===== config.mk =====
export PLATFORM = sky130hd
export DESIGN_NAME = vector_mac_accumulator
export DESIGN_NICKNAME = d
export VERILOG_FILES = /design/src/rtl/vector_mac_accumulator.sv
export SDC_FILE = /design/constraint.sdc
export NUM_CORES = 2
export LEC_CHECK = 0
export CAP_MARGIN = 0
export CORE_AREA = 2 2 339 341
export CTS_CLUSTER_DIAMETER = 150
export DETAILED_ROUTE_END_ITERATION = 8
export DIE_AREA = 0 0 341 343
export GPL_TIMING_DRIVEN = 0
export PLACE_DENSITY = 0.72
export SKIP_LAST_GASP = 1
export SLEW_MARGIN = 20
export SYNTH_ARGS = -nofsm -noshare
export SYNTH_HDL_FRONTEND = slang
export SYNTH_SLANG_ARGS = --single-unit

===== constraint.sdc =====
create_clock -name clk -period 8.3 [get_ports clk]
set_input_delay 0.83 -clock clk [delete_from_list [all_inputs] [get_ports clk]]
set_output_delay 0.83 -clock clk [all_outputs]
set_load 0.005 [all_outputs]

===== src/rtl/vector_mac_accumulator.sv =====
// Single-MAC matrix-vector multiply: latches an activation vector, consumes a
// row-major signed weight stream and hands the full-precision dot products downstream.
module vector_mac_accumulator #(
  parameter int unsigned MAX_NEURONS = 16,
  parameter int unsigned DATA_W      = 16,
  parameter int unsigned ACC_W       = 36,
  parameter int unsigned CNT_W       = 5
) (
  input  logic                          clk,
  input  logic                          rst_n,
  input  logic                          start,
  input  logic [CNT_W-1:0]              num_in,
  input  logic [CNT_W-1:0]              num_out,
  input  logic [MAX_NEURONS*DATA_W-1:0] in_vector,
  input  logic                          w_valid,
  output logic                          w_ready,
  input  logic [DATA_W-1:0]             w_data,
  output logic                          busy,
  output logic                          out_valid,
  input  logic                          out_ready,
  output logic [MAX_NEURONS*ACC_W-1:0]  out_vector
);

  localparam int unsigned LANE_W = (MAX_NEURONS > 1) ? $clog2(MAX_NEURONS) : 1;
  localparam int unsigned PROD_W = 2 * DATA_W;

  typedef enum logic [1:0] {
    IDLE = 2'd0,
    RUN  = 2'd1,
    DONE = 2'd2
  } state_t;

  state_t state, state_d;

  logic [MAX_NEURONS*DATA_W-1:0] x_q;
  logic [CNT_W-1:0]              n_in_q;
  logic [CNT_W-1:0]              n_out_q;
  logic [CNT_W-1:0]              row_q;
  logic [CNT_W-1:0]              col_q;
  logic signed [ACC_W-1:0]       acc_q;

  logic [CNT_W-1:0]              num_in_clamp;
  logic [CNT_W-1:0]              num_out_clamp;
  logic signed [DATA_W-1:0]      x_sel;
  logic signed [PROD_W-1:0]      prod;
  logic signed [ACC_W-1:0]       acc_sum;
  logic                          beat;
  logic                          last_col;
  logic                          last_row;
  logic                          zero_dim;

  assign num_in_clamp  = (num_in  > CNT_W'(MAX_NEURONS)) ? CNT_W'(MAX_NEURONS) : num_in;
  assign num_out_clamp = (num_out > CNT_W'(MAX_NEURONS)) ? CNT_W'(MAX_NEURONS) : num_out;
  assign zero_dim      = (num_in == '0) || (num_out == '0);

  // MAC datapath: full-precision signed product, sign-extended into the accumulator
  assign x_sel   = $signed(x_q[col_q[LANE_W-1:0]*DATA_W +: DATA_W]);
  assign prod    = x_sel * $signed(w_data);
  assign acc_sum = acc_q + ACC_W'(prod);

  assign beat     = (state == RUN) && w_valid;
  assign last_col = (col_q == n_in_q - CNT_W'(1));
  assign last_row = (row_q == n_out_q - CNT_W'(1));

  // Handshake flags are pure decodes of the state register
  assign w_ready   = (state == RUN);
  assign busy      = (state != IDLE);
  assign out_valid = (state == DONE);

  always_ff @(posedge clk or negedge rst_n) begin
    if (!rst_n) begin
      state <= IDLE;
    end else begin
      state <= state_d;
    end
  end

  always_comb begin
    state_d = state;
    case (state)
      IDLE: begin
        if (start) begin
          state_d = zero_dim ? DONE : RUN;
        end
      end
      RUN: begin
        if (beat && last_col && last_row) begin
          state_d = DONE;
        end
      end
      DONE: begin
        if (out_ready) begin
          state_d = IDLE;
        end
      end
      default: state_d = IDLE;
    endcase
  end

  // Operand latch, counters, accumulator and result lanes
  always_ff @(posedge clk or negedge rst_n) begin
    if (!rst_n) begin
      x_q        <= '0;
      n_in_q     <= '0;
      n_out_q    <= '0;
      row_q      <= '0;
      col_q      <= '0;
      acc_q      <= '0;
      out_vector <= '0;
    end else if ((state == IDLE) && start) begin
      x_q        <= in_vector;
      n_in_q     <= num_in_clamp;
      n_out_q    <= num_out_clamp;
      row_q      <= '0;
      col_q      <= '0;
      acc_q      <= '0;
      out_vector <= '0;
    end else if (beat) begin
      if (last_col) begin
        out_vector[row_q[LANE_W-1:0]*ACC_W +: ACC_W] <= acc_sum;
        acc_q <= '0;
        col_q <= '0;
        row_q <= row_q + CNT_W'(1);
      end else begin
        acc_q <= acc_sum;
        col_q <= col_q + CNT_W'(1);
      end
    end
  end

endmodule


==> out/metrics.cfg <==
[floorplan]
die_height_um = 343
rows = 124
die_area_um2 = 117000
ioPinCount = 866
coreArea_um2 = 113000
initial_core_util_pct = 46.8
fp.dieW_um = 341

[timing]
setup_viol_count_final = 571
period_minus_slack_ps = 9140
fmax_mhz = 109
finalCritPeriodShare_pct = 110
maxSlewViolCount = 0
worst_pin_slew_ps = 1350
rsz0062_at_grt = true
slew_headroom_pct = 10.2
finalHoldViolations = 0
setup_slack_ps = -844
fin_skew_ps = 48.1

[placement]
dp_cells = 8152
dp_hpwl_um = 201000
port_buffers = 865
gp_congestion = 1.10

[global_routing]
antenna_found_initial = 20
grt-ovfl-total = 0
grt_usage_pct = 44.3
grt_max_degree = 141
grt_pass1_vias = 52881
grt_pass1_wl_um = 373000

[worst_setup_path]
cp_top_family = adder cells
cp_max_fo = 10
cp.arrival_ps = 9740
slowest_delay_ps = 590
slowest_stage = mux4_2
cp-start-kind = flop
cp_common_cell = fa_1
cp.buffers_inverters = 13
worstPathRequired_ps = 8900
crit_type = flop to flop
endpoint_kind = flop

[detailed_routing]
via_count = 54568
dr_wl_met3_um = 34700
drc = 0
via_per_inst = 6.30
route.met2.wl_um = 115000
dr.pass1.iters = 9
top_layer = met5
detail-route-antenna-nets = 0
drt_iter0_drc = 7178
wire_per_inst_um = 31.0
wl_met1_um = 100000
wl_um = 269000

[status]
status = complete, but fails checks
failed_checks = setup timing

[layout]
layout_common_cells = 1242 x nand2_1, 889 x dfrtp_1, 864 x clkdlybuf4s50_1
post_layout_nonfiller_instances = 8659
synthToLayoutAreaGrowth_pct = 40.6
post-route-util_pct = 65.8
final_common_cell = nand2_1
fin_nets = 7776
drive_gt1_share_pct = 16.6

[logic_synthesis]
synth_cell_types = 95
synth_flop_cell = dfrtp_1
avgSynthCellArea_um2 = 9.24
synthArstFlopShare_pct = 100
synth_area_um2 = 53100
ys_seq_area_share_pct = 41.9
ys_seq_elements = 890
ys_warn_count = 0
synth_cells = 5749
synth_nets = 6466
synth_edf_count = 0

[cts]
clkLatencyLatePin_ps = 730
cts_buffers = 96
cts-root-buf = clkbuf_16
cts_sinks = 890
cts_hold_buffers = 0
htree_num_levels = 3
clkSlewWorstSetupHoldPaths_ps = 60
clockBufferDepth = 3
cts_tree = built

[job]
maxCapViolations = 0

[hold_path]
min_path_type = primary input to asynchronous set/reset pin

## layer usage
layer	track usage, %	vias up
met5	0	-
met4	23.5	16
met3	15.1	959
met2	65.6	3850
met1	57.5	27388
li1	-	22355
## cells by family after synthesis
group,after synthesis,synth area share [%]
compound gates,1196,14.1
xor+xnor,51,0.855
fa+ha+maj,430,14.6
buf+inv,696,4.95
flops,890,41.9
mux,119,4.15
simple gates,2367,19.4
## timing repair
item | in CTS | in global routing
pin swaps | 130 | 188
endpoints found under the hold margin | 0 | 0
setup buffers | 200 | 125
resized for setup | 538 | 470
setup endpoints to repair | 600 | 578
cloned | 10 | 7
## worst reg2reg max path, delay by kind of cell (launching register included)
family | cells | cell delay, ps
buf+inv | 13 | 1790
flops | 1 | 360
simple gates | 4 | 830
mux | 2 | 1140
compound gates | 7 | 1620
fa+ha+maj | 7 | 3290
## final timing paths
path	cells after the start	to	slack, ps	startpoint
worst min-delay path	1	x_q[180]$_DFFE_PN0P_	20	rst_n
worst max-delay path	33	out_vector[141]$_DFFE_PN0P_	-840	col_q[0]$_DFFE_PN0N_
min in group clk	2	x_q[47]$_DFFE_PN0P_	470	x_q[47]$_DFFE_PN0P_
worst max register to register	33	out_vector[141]$_DFFE_PN0P_	-840	col_q[0]$_DFFE_PN0N_
max in group asynchronous	5	out_vector[418]$_DFFE_PN0P_	5400	rst_n
worst min register to register	2	x_q[47]$_DFFE_PN0P_	470	x_q[47]$_DFFE_PN0P_
## metrics by stage
step	hold WS (ps)	setup TNS (ps)	setup slack, ps	cell area [µm²]
after floorplan	440	0	9.16	53200
after global placement	453	-	-34080	63700
after detailed placement	458	-1439180	-3210	64300
after CTS	42.7	-220890	-592	71900
after global routing	64.4	-409060	-934	74700
final	16.5	-331060	-844	74700
## final cells by class
type                       instances  area (µm²)
fill                            9133       38800
multi-input combinational       4170       31600
sequential                       890       22300
timing repair buffer            1217       12700
clock buffer                     140        2800
tap                             1512        1890
inverter                         403        1510
buffer                           281        1490
clock inverter                    31         400
antenna                           15        37.5
## synth_stat cells, types with 8 or more instances
| master | n | share of area [%] |
|---|---|---|
| nand2_1 | 1266 | 9.0 |
| dfrtp_1 | 890 | 42 |
| o21ai_0 | 542 | 5.1 |
| nand3_1 | 523 | 4.9 |
| inv_1 | 401 | 2.8 |
| fa_1 | 314 | 12 |
| clkbuf_1 | 263 | 1.9 |
| nor2_1 | 258 | 1.8 |
| a21oi_1 | 191 | 1.8 |
| and2_1 | 137 | 1.6 |
| ha_1 | 116 | 2.7 |
| mux4_2 | 80 | 3.4 |
| nor3_1 | 54 | 0.51 |
| a22oi_1 | 50 | 0.71 |
| o221ai_1 | 41 | 0.68 |
| a31oi_1 | 40 | 0.47 |
| a22o_1 | 33 | 0.54 |
| xnor2_1 | 33 | 0.54 |
| o21ai_1 | 32 | 0.30 |
| a211oi_1 | 29 | 0.41 |
| mux2i_1 | 28 | 0.53 |
| a21o_1 | 26 | 0.37 |
| and3_1 | 25 | 0.29 |
| nand4_1 | 23 | 0.27 |
| buf_1 | 22 | 0.16 |
| a221oi_1 | 20 | 0.33 |
| o211ai_1 | 18 | 0.25 |
| xor2_1 | 17 | 0.28 |
| a32oi_1 | 16 | 0.26 |
| o22a_1 | 16 | 0.26 |
| nand3b_1 | 13 | 0.18 |
| o22ai_1 | 13 | 0.15 |
| o31ai_1 | 13 | 0.18 |
| nor2b_1 | 12 | 0.14 |
| mux2_2 | 11 | 0.23 |
| nand2b_1 | 11 | 0.13 |
| nor4_1 | 10 | 0.12 |
| or3_1 | 10 | 0.12 |
| a31o_2 | 9 | 0.15 |
| o21a_1 | 9 | 0.13 |
| a221oi_2 | 8 | 0.23 |
## state kept, by name (all words and copies together), names as in the netlist
| signal | flops |
|---|---|
| n_in_q | 5 |
| row_q | 5 |
| state | 2 |
| n_out_q | 5 |
| col_q | 5 |
| out_vector | 576 |
| acc_q | 36 |
| x_q | 256 |
Power is left out: the tool's default activity adds up to more than one toggle a clock period on the data nets, which glitch-free logic cannot reach.
